<file path="config.mk">
export PLATFORM = sky130hd
export DESIGN_NAME = raster_dispatch_flat
export DESIGN_NICKNAME = d
export VERILOG_FILES = /design/src/rtl/raster_dispatch_if.sv /design/src/rtl/raster_dispatch.sv /design/src/flat_wrapper.sv
export SDC_FILE = /design/constraint.sdc
export NUM_CORES = 1
export LEC_CHECK = 0
export ABC_AREA = 1
export BUFFER_PORTS_ARGS = -buffer_cell sky130_fd_sc_hd__buf_2
export CELL_PAD_IN_SITES_DETAIL_PLACEMENT = 1
export CELL_PAD_IN_SITES_GLOBAL_PLACEMENT = 2
export CORE_MARGIN = 1.5
export CORE_UTILIZATION = 40
export DETAILED_ROUTE_END_ITERATION = 8
export MAX_ROUTING_LAYER = met4
export PLACE_DENSITY = 0.79
export SYNTH_ARGS = -nofsm -noshare
export SYNTH_HDL_FRONTEND = slang
export SYNTH_SLANG_ARGS = --single-unit
</file>
<file path="constraint.sdc">
create_clock -name i_clk -period 16.3 [get_ports i_clk]
set_clock_uncertainty 0.05 [all_clocks]
set_input_delay 0.815 -clock i_clk [delete_from_list [all_inputs] [get_ports i_clk]]
set_output_delay 0.815 -clock i_clk [all_outputs]
set_load 0.05 [all_outputs]
</file>
<file path="src/rtl/raster_dispatch_if.sv">
// Triangle intake and rasterizer launch bus of raster_dispatch.
// slave = the dispatcher; master = geometry source plus rasterizer side.
interface raster_dispatch_if;
   logic        tri_valid;
   logic        tri_ready;
   logic [63:0] tri_v1;
   logic [63:0] tri_v2;
   logic [63:0] tri_v3;
   logic [31:0] tri_iz1;
   logic [31:0] tri_iz2;
   logic [31:0] tri_iz3;

   logic        rast_start;
   logic [63:0] rast_v1;
   logic [63:0] rast_v2;
   logic [63:0] rast_v3;
   logic [31:0] rast_iz1;
   logic [31:0] rast_iz2;
   logic [31:0] rast_iz3;
   logic        rast_done;

   modport slave (
      input  tri_valid, tri_v1, tri_v2, tri_v3, tri_iz1, tri_iz2, tri_iz3,
      output tri_ready,
      output rast_start, rast_v1, rast_v2, rast_v3, rast_iz1, rast_iz2, rast_iz3,
      input  rast_done
   );

   modport master (
      output tri_valid, tri_v1, tri_v2, tri_v3, tri_iz1, tri_iz2, tri_iz3,
      input  tri_ready,
      input  rast_start, rast_v1, rast_v2, rast_v3, rast_iz1, rast_iz2, rast_iz3,
      output rast_done
   );
endinterface

</file>
<file path="src/rtl/raster_dispatch.sv">
// Frame controller: clears the z-buffer, queues triangles and launches them into the rasterizer.
// Optional depth-range culling of queued triangles is built with RASTER_DISPATCH_CULL_EN.
module raster_dispatch #(
   parameter int SCREEN_WIDTH  = 320,
   parameter int SCREEN_HEIGHT = 240,
   parameter int FIFO_DEPTH    = 4
) (
   input  logic                   i_clk,
   input  logic                   i_rst_n,
   input  logic                   i_frame_start,
   input  logic                   i_frame_end,
   raster_dispatch_if.slave       bus,
   output logic                   o_clr_we,
   output logic [16:0]            o_clr_addr,
   output logic [31:0]            o_clr_data,
   output logic                   o_clr_active,
   output logic                   o_busy,
   output logic                   o_frame_done,
   output logic [15:0]            o_cull_count
);

   localparam int          CLR_WORDS = SCREEN_WIDTH * SCREEN_HEIGHT;
   localparam logic [16:0] CLR_LAST  = 17'(CLR_WORDS - 1);
   localparam int          PTR_W     = (FIFO_DEPTH > 1) ? $clog2(FIFO_DEPTH) : 1;
   localparam logic [PTR_W:0] CNT_FULL = (PTR_W + 1)'(FIFO_DEPTH);

   typedef enum logic [2:0] {
      S_IDLE,
      S_CLEAR,
      S_RUN,
      S_ACK,
      S_WAIT_DONE
   } state_t;

   typedef struct packed {
      logic [63:0] v1;
      logic [63:0] v2;
      logic [63:0] v3;
      logic [31:0] iz1;
      logic [31:0] iz2;
      logic [31:0] iz3;
   } tri_t;

   state_t         state_q, state_d;
   logic [16:0]    clr_addr_q, clr_addr_d;
   logic           end_q, end_d;
   logic           start_q, start_d;
   logic           fdone_q, fdone_d;
   tri_t           rast_q, rast_d;

   tri_t           fifo_q [FIFO_DEPTH];
   logic [PTR_W-1:0] wr_ptr_q, rd_ptr_q;
   logic [PTR_W:0] cnt_q;

   tri_t           in_tri;
   tri_t           head;
   logic           tri_ready;
   logic           push;
   logic           pop;
   logic           head_cull;

   assign in_tri    = {bus.tri_v1, bus.tri_v2, bus.tri_v3,
                       bus.tri_iz1, bus.tri_iz2, bus.tri_iz3};
   assign head      = fifo_q[rd_ptr_q];
   assign tri_ready = (cnt_q != CNT_FULL) && !end_q && (state_q != S_IDLE);
   assign push      = bus.tri_valid && tri_ready;

`ifdef RASTER_DISPATCH_CULL_EN
   localparam logic signed [31:0] IZ_MAX = 32'sd327680;

   logic [15:0] cull_q, cull_d;

   function automatic logic iz_out(input logic signed [31:0] iz);
      return (iz <= 32'sd0) || (iz > IZ_MAX);
   endfunction

   function automatic logic cull_hit(input tri_t t);
      return iz_out(t.iz1) && iz_out(t.iz2) && iz_out(t.iz3);
   endfunction

   assign head_cull = cull_hit(head);

   always_comb begin
      cull_d = cull_q;
      if (state_q == S_IDLE && i_frame_start) begin
         cull_d = '0;
      end else if (state_q == S_RUN && cnt_q != '0 && head_cull && cull_q != 16'hFFFF) begin
         cull_d = cull_q + 16'd1;
      end
   end

   always_ff @(posedge i_clk or negedge i_rst_n) begin
      if (!i_rst_n) begin
         cull_q <= '0;
      end else begin
         cull_q <= cull_d;
      end
   end

   assign o_cull_count = cull_q;
`else
   assign head_cull    = 1'b0;
   assign o_cull_count = '0;
`endif

   always_comb begin
      state_d    = state_q;
      clr_addr_d = clr_addr_q;
      end_d      = end_q;
      start_d    = 1'b0;
      fdone_d    = 1'b0;
      rast_d     = rast_q;
      pop        = 1'b0;

      if (state_q != S_IDLE && i_frame_end) begin
         end_d = 1'b1;
      end

      case (state_q)
         S_IDLE: begin
            if (i_frame_start) begin
               state_d    = S_CLEAR;
               clr_addr_d = '0;
               end_d      = 1'b0;
            end
         end
         S_CLEAR: begin
            if (clr_addr_q == CLR_LAST) begin
               state_d = S_RUN;
            end else begin
               clr_addr_d = clr_addr_q + 17'd1;
            end
         end
         S_RUN: begin
            // A culled head is dropped without waiting on the rasterizer.
            if (cnt_q != '0) begin
               if (head_cull) begin
                  pop = 1'b1;
               end else if (bus.rast_done) begin
                  pop     = 1'b1;
                  rast_d  = head;
                  start_d = 1'b1;
                  state_d = S_ACK;
               end
            end else if (end_q && bus.rast_done) begin
               fdone_d = 1'b1;
               state_d = S_IDLE;
            end
         end
         S_ACK: begin
            if (!bus.rast_done) begin
               state_d = S_WAIT_DONE;
            end
         end
         S_WAIT_DONE: begin
            if (bus.rast_done) begin
               state_d = S_RUN;
            end
         end
         default: begin
            state_d = S_IDLE;
         end
      endcase
   end

   always_ff @(posedge i_clk or negedge i_rst_n) begin
      if (!i_rst_n) begin
         state_q    <= S_IDLE;
         clr_addr_q <= '0;
         end_q      <= 1'b0;
         start_q    <= 1'b0;
         fdone_q    <= 1'b0;
         rast_q     <= '0;
      end else begin
         state_q    <= state_d;
         clr_addr_q <= clr_addr_d;
         end_q      <= end_d;
         start_q    <= start_d;
         fdone_q    <= fdone_d;
         rast_q     <= rast_d;
      end
   end

   // Queue bookkeeping: wrapping pointers, occupancy count decides full/empty.
   always_ff @(posedge i_clk or negedge i_rst_n) begin
      if (!i_rst_n) begin
         wr_ptr_q <= '0;
         rd_ptr_q <= '0;
         cnt_q    <= '0;
      end else begin
         if (push) begin
            wr_ptr_q <= wr_ptr_q + PTR_W'(1);
         end
         if (pop) begin
            rd_ptr_q <= rd_ptr_q + PTR_W'(1);
         end
         case ({push, pop})
            2'b10:   cnt_q <= cnt_q + (PTR_W + 1)'(1);
            2'b01:   cnt_q <= cnt_q - (PTR_W + 1)'(1);
            default: cnt_q <= cnt_q;
         endcase
      end
   end

   always_ff @(posedge i_clk) begin
      if (push) begin
         fifo_q[wr_ptr_q] <= in_tri;
      end
   end

   assign bus.tri_ready  = tri_ready;
   assign bus.rast_start = start_q;
   assign bus.rast_v1    = rast_q.v1;
   assign bus.rast_v2    = rast_q.v2;
   assign bus.rast_v3    = rast_q.v3;
   assign bus.rast_iz1   = rast_q.iz1;
   assign bus.rast_iz2   = rast_q.iz2;
   assign bus.rast_iz3   = rast_q.iz3;

   assign o_clr_we     = (state_q == S_CLEAR);
   assign o_clr_addr   = clr_addr_q;
   assign o_clr_data   = '0;
   assign o_clr_active = (state_q == S_CLEAR);
   assign o_busy       = (state_q != S_IDLE);
   assign o_frame_done = fdone_q;

endmodule

</file>
<file path="src/flat_wrapper.sv">
// flat-port wrapper written by rule: the top's interface ports become plain ports
module raster_dispatch_flat 
#(
   parameter int SCREEN_WIDTH  = 320,
   parameter int SCREEN_HEIGHT = 240,
   parameter int FIFO_DEPTH    = 4
)
  (i_clk, i_rst_n, i_frame_start, i_frame_end, o_clr_we, o_clr_addr, o_clr_data, o_clr_active, o_busy, o_frame_done, o_cull_count, bus_tri_valid, bus_tri_v1, bus_tri_v2, bus_tri_v3, bus_tri_iz1, bus_tri_iz2, bus_tri_iz3, bus_tri_ready, bus_rast_start, bus_rast_v1, bus_rast_v2, bus_rast_v3, bus_rast_iz1, bus_rast_iz2, bus_rast_iz3, bus_rast_done);
  raster_dispatch_if bus_i ();
  input  logic i_clk;
  input  logic i_rst_n;
  input  logic i_frame_start;
  input  logic i_frame_end;
  output logic o_clr_we;
  output logic [16:0] o_clr_addr;
  output logic [31:0] o_clr_data;
  output logic o_clr_active;
  output logic o_busy;
  output logic o_frame_done;
  output logic [15:0] o_cull_count;
  input wire logic [$bits(bus_i.tri_valid)-1:0] bus_tri_valid;
  input wire logic [$bits(bus_i.tri_v1)-1:0] bus_tri_v1;
  input wire logic [$bits(bus_i.tri_v2)-1:0] bus_tri_v2;
  input wire logic [$bits(bus_i.tri_v3)-1:0] bus_tri_v3;
  input wire logic [$bits(bus_i.tri_iz1)-1:0] bus_tri_iz1;
  input wire logic [$bits(bus_i.tri_iz2)-1:0] bus_tri_iz2;
  input wire logic [$bits(bus_i.tri_iz3)-1:0] bus_tri_iz3;
  output wire logic [$bits(bus_i.tri_ready)-1:0] bus_tri_ready;
  output wire logic [$bits(bus_i.rast_start)-1:0] bus_rast_start;
  output wire logic [$bits(bus_i.rast_v1)-1:0] bus_rast_v1;
  output wire logic [$bits(bus_i.rast_v2)-1:0] bus_rast_v2;
  output wire logic [$bits(bus_i.rast_v3)-1:0] bus_rast_v3;
  output wire logic [$bits(bus_i.rast_iz1)-1:0] bus_rast_iz1;
  output wire logic [$bits(bus_i.rast_iz2)-1:0] bus_rast_iz2;
  output wire logic [$bits(bus_i.rast_iz3)-1:0] bus_rast_iz3;
  input wire logic [$bits(bus_i.rast_done)-1:0] bus_rast_done;
  assign bus_i.tri_valid = bus_tri_valid;
  assign bus_i.tri_v1 = bus_tri_v1;
  assign bus_i.tri_v2 = bus_tri_v2;
  assign bus_i.tri_v3 = bus_tri_v3;
  assign bus_i.tri_iz1 = bus_tri_iz1;
  assign bus_i.tri_iz2 = bus_tri_iz2;
  assign bus_i.tri_iz3 = bus_tri_iz3;
  assign bus_tri_ready = bus_i.tri_ready;
  assign bus_rast_start = bus_i.rast_start;
  assign bus_rast_v1 = bus_i.rast_v1;
  assign bus_rast_v2 = bus_i.rast_v2;
  assign bus_rast_v3 = bus_i.rast_v3;
  assign bus_rast_iz1 = bus_i.rast_iz1;
  assign bus_rast_iz2 = bus_i.rast_iz2;
  assign bus_rast_iz3 = bus_i.rast_iz3;
  assign bus_i.rast_done = bus_rast_done;
  raster_dispatch #(.SCREEN_WIDTH(SCREEN_WIDTH), .SCREEN_HEIGHT(SCREEN_HEIGHT), .FIFO_DEPTH(FIFO_DEPTH)) u_core (.i_clk(i_clk), .i_rst_n(i_rst_n), .i_frame_start(i_frame_start), .i_frame_end(i_frame_end), .bus(bus_i), .o_clr_we(o_clr_we), .o_clr_addr(o_clr_addr), .o_clr_data(o_clr_data), .o_clr_active(o_clr_active), .o_busy(o_busy), .o_frame_done(o_frame_done), .o_cull_count(o_cull_count));
endmodule
</file>
==> results of run 1 <==
==> cells in the final DEF (no fill, tap or decap), types with 2 or more instances in the layout <==
cell / synthesis / routed
inv_2: 4 / 2
dfrtp_1: 318 / 316
nand2_1: 89 / 89
buf_2: 107 / 603
nand2_4: 2 / 2
clkbuf_1: 112 / 52
xor2_1: 4 / 4
or2_2: 2 / 2
dfrtp_4: 0 / 2
xnor2_1: 4 / 4
nor2_1: 1468 / 1464
buf_4: 73 / 36
diode_2: 0 / 60
inv_8: 0 / 2
nand3_1: 26 / 26
nand4_1: 9 / 9
clkbuf_16: 0 / 159
inv_6: 0 / 2
buf_12: 0 / 7
clkinv_2: 0 / 21
clkinv_8: 0 / 4
inv_16: 0 / 2
o21ai_1: 7 / 7
clkbuf_8: 0 / 19
clkinv_1: 1 / 18
clkinv_16: 0 / 2
nor3_1: 6 / 6
edfxtp_1: 1152 / 1152
clkinvlp_4: 0 / 2
o21ai_0: 573 / 573
conb_1: 1 / 48
ha_1: 6 / 6
a31oi_1: 288 / 288
inv_1: 30 / 30
bufinv_16: 0 / 8
nor2_4: 0 / 5
a21oi_1: 4 / 4
==> synth_stat cells (all sizes together) <==
cell	count	area share, %
nor3	7	0.084
dfrtp	318	14
nand2	92	0.66
clkbuf	112	0.76
ha	6	0.14
conb	1	0.0068
o21bai	1	0.014
xnor2	4	0.063
a21oi	4	0.036
fa	1	0.036
nand4	10	0.12
a31oi	288	3.3
buf	193	2.1
nand3	27	0.25
clkinv	1	0.0068
o21ai	580	5.2
or2	2	0.023
edfxtp	1152	63
nor2	1470	10
xor2	4	0.063
inv	34	0.23
==> registers in the layout (all words and copies together), names as in the netlist <==
name / count
u_core.bus.rast_v1: 64
u_core.o_frame_done: 1
u_core.bus.rast_iz1: 32
u_core.bus.rast_iz3: 32
u_core.rd_ptr_q: 2
u_core.end_q: 1
u_core.wr_ptr_q: 2
u_core.state_q: 3
u_core.bus.rast_v2: 64
u_core.bus.rast_v3: 64
u_core.bus.rast_iz2: 32
u_core.fifo_q: 1152
u_core.cnt_q: 3
u_core.bus.rast_start: 1
u_core.o_clr_addr: 17
==> where the power goes <==
part | internal [W] | total, W | switching (W) | leakage, nW
registers | 0.00466 | 0.00499 | 0.000329 | 14.0
logic | 0.00102 | 0.00447 | 0.00345 | 6.85
clock network | 0.00202 | 0.00348 | 0.00146 | 2.46
total | 0.00771 | 0.0129 | 0.00524 | 23.3
==> per-stage QoR <==
stage	hold WS, ns	total power, W	util (%)	cell area (sq um)
after floorplan	0.418	0.00831	-	55500
after global placement	0.442	0.00949	43.4	59700
after detailed placement	0.450	0.00960	43.4	59700
after CTS	0.0198	0.0131	47.1	64700
after global routing	0.0635	0.0136	47.2	64800
final	0.0487	0.0129	47.2	64900
==> routing by layer <==
layer | vias up | wire [um]
met5 | - | 0
met2 | 826 | 73600
li1 | 16300 | -
met3 | 288 | 10400
met1 | 17500 | 62000
met4 | 0 | 5680
==> final timing paths <==
kind | endpoint | slack, ns | cells past startpoint
max | u_core.fifo_q[2][233]$_DFFE_PP_ | 11.20 | 9
min | u_core.bus.rast_iz2[2]$_DFFE_PN0P_ | 0.05 | 1
max reg2reg | u_core.fifo_q[2][233]$_DFFE_PP_ | 11.20 | 9
min reg2reg | u_core.cnt_q[0]$_DFFE_PN0P_ | 0.45 | 1
max in group asynchronous | u_core.bus.rast_v2[6]$_DFFE_PN0P_ | 13.93 | 3
min in group i_clk | u_core.fifo_q[1][157]$_DFFE_PP_ | 0.18 | 1
==> cell type report <==
class,count,area (sq um),share of cell area (%)
well taps,1794,2240,3.46
clock buffers,230,4440,6.84
repair buffers,647,3440,5.31
inverters,35,146,0.226
clock inverters,58,607,0.936
flip-flops and latches,1470,42600,65.6
multi-input cells,2544,11300,17.4
diodes,60,150,0.232
==> worst register-to-register path, cell delays in order, from the launching register on <==
cell	delay, ns
dfrtp_1	0.47
inv_1	0.16
nand3_2	0.16
nand2_1	0.07
a21oi_1	0.17
nand2_1	0.34
nor2_4	0.77
buf_4	0.83
buf_4	0.79
buf_4	0.87
==> cell families (layout without fill, tap and decap cells) <==
logic type / count (synthesis) / in the layout / share of synthesized area (%)
buffers and inverters: 340 / 970 / 3.09
AO/OA/AOI/OAI: 873 / 873 / 8.56
other: 1 / 108 / 0.00678
adder cells (fa/ha/maj): 7 / 7 / 0.172
AND/OR/NAND/NOR: 1608 / 1608 / 11.1
XOR/XNOR: 8 / 8 / 0.127
flip-flops: 1470 / 1470 / 76.9
==> impl_metrics.tcl, run 1 <==
set metrics [dict create \
    cts_tree "built" \
    initial_core_util_pct 40.3 \
    clk_latency_ns 0.80 \
    critPathBufInv 4 \
    drv_cap 0 \
    synthesis.instances 4307 \
    yosysWarnings 0 \
    ir_drop_mv 0.116 \
    fmax_ghz 0.196 \
    startpoint_type "flop" \
    dieArea_sq_um 141000 \
    crit_chain "inv_1 > nand3_2 > nand2_1 > a21oi_1 > nand2_1 > nor2_4 > buf_4 > buf_4 > buf_4" \
    min_period_ns 5.10 \
    rsz0062_at_grt "false" \
    cts_buffers 156 \
    grt_pass1_wl_mm 229 \
    grt-busiest-layer "met2" \
    rows 136 \
    holdCritPathClass "input port to asynchronous set/reset pin" \
    routed_wl_mm 152 \
    crit_path_max_fanout 60 \
    use_met2_pct 35.5 \
    cp.arrival_ns 5.44 \
    p_per_area_nw_per_um2 200 \
    cpLargestDelayFamily "buffers and inverters" \
    gp_congestion 0.777 \
    hold_viol 0 \
    grt_max_degree 195 \
    area_delta_synth_final_pct 17.2 \
    tightest_slew_ns 1.29 \
    ys_types 32 \
    crit_required_ns 16.64 \
    dieWidth_um 375 \
    via_count 34900 \
    met1_usage_pct 25.9 \
    p_leak_nw 23.3 \
    cts.sinks 1470 \
    fin_nets 5155 \
    reg2reg_from "u_core.state_q[0]$_DFFE_PN0P_" \
    syn-cell-area_sq_um 55300 \
    placedCellCount 6490 \
    drive_gt1_share_pct 17.8 \
    critical_path_class "flop to flop" \
    ys_seq_area_share_pct 76.9 \
    drtIter0Drc 2224 \
    max_slew_margin_pct 13.7 \
    die_y_um 375 \
    report.final.slew_viol_count 0 \
    cts_root_buf "clkbuf_16" \
    worstSetupEndpointType "flop" \
    setup-tns-final_ns 0 \
    wl_per_cell_um 22.2 \
    yosys_register_bits 1470 \
    core_area_sq_um 137000 \
    hpwl_mm 87.5 \
    postLayoutSetupSlackWorst_ns 11.20 \
    avgSynthCellArea_sq_um 12.8 \
    ctsHoldBuffers 0 \
    drt_first_pass_iters 7 \
    slowest_delay_ns 0.83 \
    drc 0 \
    gr-total-overflow 0 \
    crit_slowest_cell "buf_4" \
    status "finished, final reports clean" \
    place_worst_setup_slack_ns 11.13 \
    finalSetupViolCount 0 \
    cpMostUsedCell "buf_4" \
    cp-startpoint "u_core.state_q[0]$_DFFE_PN0P_" \
    clk_pin_slew_ns 0.06 \
    fin_cells 6838 \
    finalCritPeriodShare_pct 31.3 \
    fillCellCount 14300 \
    grtUsageTotal_pct 22.2 \
    antenna_found_initial 72 \
    clock_path_buffers 3 \
    cts_resized 0 \
    post_cts_buffers 0 \
    ctsHtreeMaxLevel 4 \
    io_pins 653 \
    ant_nets 0 \
    io_buffers 604 \
    grt_pass1_vias 36900 \
    via_per_inst 5.11 \
    met3_usage_pct 6.76 \
]
(Power assumes the default switching activity.)
==> run 2: changes to the inputs <==
- ABC_AREA: 1 -> 0
- CORE_UTILIZATION: 40 -> 41
- PLACE_DENSITY: 0.79 -> 0.76
- clock period: 16.3 -> 4.1 ns (I/O delays scaled with it)
==> run 2 against run 1 <==
- global-route usage is 1.6 points lower
- routed wire length is 12% lower
- utilization is 4.8 points higher
- critical endpoint is now u_core.bus.rast_v3[59]$_DFFE_PN0P_
- largest cell class unchanged
==> impl_metrics.tcl, run 2 <==
set metrics [dict create \
    finalCritPeriodShare_pct 72.2 \
    p_per_area_nw_per_um2 742 \
    hpwl_mm 84.0 \
    worstSetupEndpointType "flop" \
    status "finished, final reports clean" \
    ctsHtreeMaxLevel 4 \
    via_count 27100 \
    synth_top_area_share_pct 64.1 \
    clk_pin_slew_ns 0.06 \
    power_w 0.0503 \
    drv_cap 0 \
    p_clk_share_pct 28.4 \
    wl_per_cell_um 25.4 \
    crit_path_max_fanout 140 \
    p_leak_nw 24.4 \
    cp.arrival_ns 3.56 \
    cts.sinks 1470 \
    drive_gt1_share_pct 42.5 \
    synth_edf_count 1152 \
    synth.area.top_cells "edfxtp_1, dfrtp_1, mux4_2, mux2_2, buf_4" \
    startpoint_type "flop" \
    antenna_found_initial 23 \
    synth_top_flop_cell "edfxtp_1" \
    rsz0062_at_grt "false" \
    holdCritPathClass "input port to asynchronous set/reset pin" \
    report.final.slew_viol_count 0 \
    fin_nets 3666 \
    ant_nets 0 \
    slowest_delay_ns 0.52 \
    yosysWarnings 0 \
    grt_pass1_vias 30200 \
    dieArea_sq_um 134000 \
    largest_reg_flops 1152 \
    gr-total-overflow 0 \
    max_slew_margin_pct 5.40 \
    internal_power_w 0.0325 \
    ir_drop_mv 0.643 \
    swShare_pct 35.4 \
    cts_resized 0 \
    crit_slowest_cell "nor4b_4" \
    clk_latency_ns 0.79 \
    drt_first_pass_iters 5 \
    drtIter0Drc 1941 \
    rows 132 \
    syn-cell-area_sq_um 54000 \
    initial_core_util_pct 41.5 \
    yosysMostFrequentCell "edfxtp_1" \
    grtUsageTotal_pct 20.6 \
    core_area_sq_um 130000 \
    gp_congestion 0.775 \
    tightest_slew_ns 1.42 \
    die_y_um 366 \
    critical_path_class "flop to flop" \
    top_register "u_core.fifo_q" \
    synth_top_area_cell "edfxtp_1" \
    synthArstFlopShare_pct 21.6 \
    layout_common_cells "edfxtp_1, buf_2, dfrtp_1" \
    drc 0 \
    min_period_ns 2.96 \
    io_pins 653 \
    hold_viol 0 \
    synth_top_cells_by_count "edfxtp_1, dfrtp_1, mux4_2" \
    finalSetupViolCount 0 \
    reg2reg_from "u_core.state_q[2]$_DFFE_PN0P_" \
    yosys_register_bits 1470 \
    cts_root_buf "clkbuf_16" \
    fmax_ghz 0.338 \
    critPathBufInv 1 \
    crit_chain "nand2b_1 > nor4b_4 > buf_12 > mux2_2" \
    cp-startpoint "u_core.state_q[2]$_DFFE_PN0P_" \
    cpLargestDelayFamily "simple AND/OR/NAND/NOR gates" \
    area_delta_synth_final_pct 25.5 \
    switchingPower_w 0.0178 \
    dieWidth_um 366 \
    crit_required_ns 4.69 \
    hold_slack_ns 0.0218 \
    grt_pass1_wl_mm 199 \
    combinationalPowerShare_pct 32.1 \
    grt_max_degree 141 \
    cts_buffers 151 \
    clock_path_buffers 3 \
    routed_wl_mm 134 \
    synthesis.instances 2335 \
    via_per_inst 5.16 \
    seqPwrFrac_pct 39.5 \
    layout_commonest_cell "edfxtp_1" \
    ys_types 44 \
    cts_tree "built" \
    avgSynthCellArea_sq_um 23.1 \
    io_buffers 604 \
    ys_seq_area_share_pct 78.8 \
]
## run 2: cell count changes after synthesis, sizes merged, moves of 5 or more
cell,change
nor2,-1456
o21ai,-566
mux2,+288
mux4,+288
a31oi,-279
buf,-82
clkbuf,-74
nand2,-74
inv,-23
nand3,-18
and3,+5
nand4,-5
## run 2: what timing repair did
| action | 4_1_cts | 5_1_grt |
|---|---|---|
| buffers inserted | 0 | 0 |
| hold endpoints to repair | 1240 | 0 |
| hold buffers | 294 | 0 |
## run 2: cell type report
| cell class | count | area (sq um) |
|---|---|---|
| Timing Repair Buffer | 979 | 6870 |
| Antenna cell | 26 | 65.1 |
| Clock inverter | 81 | 1060 |
| Tap cell | 1742 | 2180 |
| Clock buffer | 201 | 4170 |
| Multi-Input combinational cell | 752 | 10800 |
| Sequential cell | 1470 | 42600 |
| Inverter | 11 | 41.3 |
| Fill cell | 11800 | 62400 |
## run 2: stage by stage
| step | setup TNS (ns) | worst slack (ns) | instance area [sq um] | utilization [%] | cells |
|---|---|---|---|---|---|
| 6_report | 0 | 1.14 | 67700 | 52.0 | 5262 |
| 5_1_grt | 0 | 0.988 | 67700 | 52.0 | 5259 |
| 4_1_cts | 0 | 1.12 | 67700 | 52.0 | 5236 |
| 3_5_place_dp | 0 | 1.16 | 59500 | 45.7 | 4660 |
| 3_3_place_gp | 0 | 1.29 | 59500 | 45.7 | 4660 |
| 2_1_floorplan | -1023.71 | -1.18 | 54200 | - | 2382 |
## run 2: power groups by stage
| stage | registers, W | logic (W) | clock network (W) |
|---|---|---|---|
| finish | 0.0199 | 0.0161 | 0.0142 |
| CTS | 0.0199 | 0.0163 | 0.0145 |
| detailed placement | 0.0201 | 0.0160 | 0 |
| global route | 0.0201 | 0.0169 | 0.0151 |
| floorplan | 0.0248 | 0.00665 | 0 |
| global placement | 0.0200 | 0.0157 | 0 |
## run 2: worst paths after layout
| check | endpoint | slack [ns] | cells after the start |
|---|---|---|---|
| setup / recovery | u_core.bus.rast_v3[59]$_DFFE_PN0P_ | 1.14 | 4 |
| hold / removal | u_core.bus.rast_v3[55]$_DFFE_PN0P_ | 0.02 | 2 |
| setup reg to reg | u_core.bus.rast_v3[59]$_DFFE_PN0P_ | 1.14 | 4 |
| hold reg to reg | u_core.bus.rast_v2[43]$_DFFE_PN0P_ | 0.43 | 1 |
| max in group asynchronous | u_core.bus.rast_v2[53]$_DFFE_PN0P_ | 2.75 | 3 |
| min in group i_clk | u_core.fifo_q[2][88]$_DFFE_PP_ | 0.13 | 2 |
## run 2: cells by family after synthesis
logic type | share of synthesized area, %
compound gates | 0.510
simple gates | 0.672
xor+xnor | 0.114
mux | 18.1
buf+inv | 1.61
flops | 78.8
other cells | 0.00695
fa+ha+maj | 0.176
## run 2: routing by layer
| layer | track usage (%) | vias to the layer above | share of wire [%] |
|---|---|---|---|
| met5 | - | - | 0 |
| met3 | 4.93 | 217 | 6.2 |
| met4 | 6.64 | 0 | 2.8 |
| met1 | 24.5 | 14400 | 39 |
| li1 | - | 11600 | - |
| met2 | 34.4 | 901 | 52 |
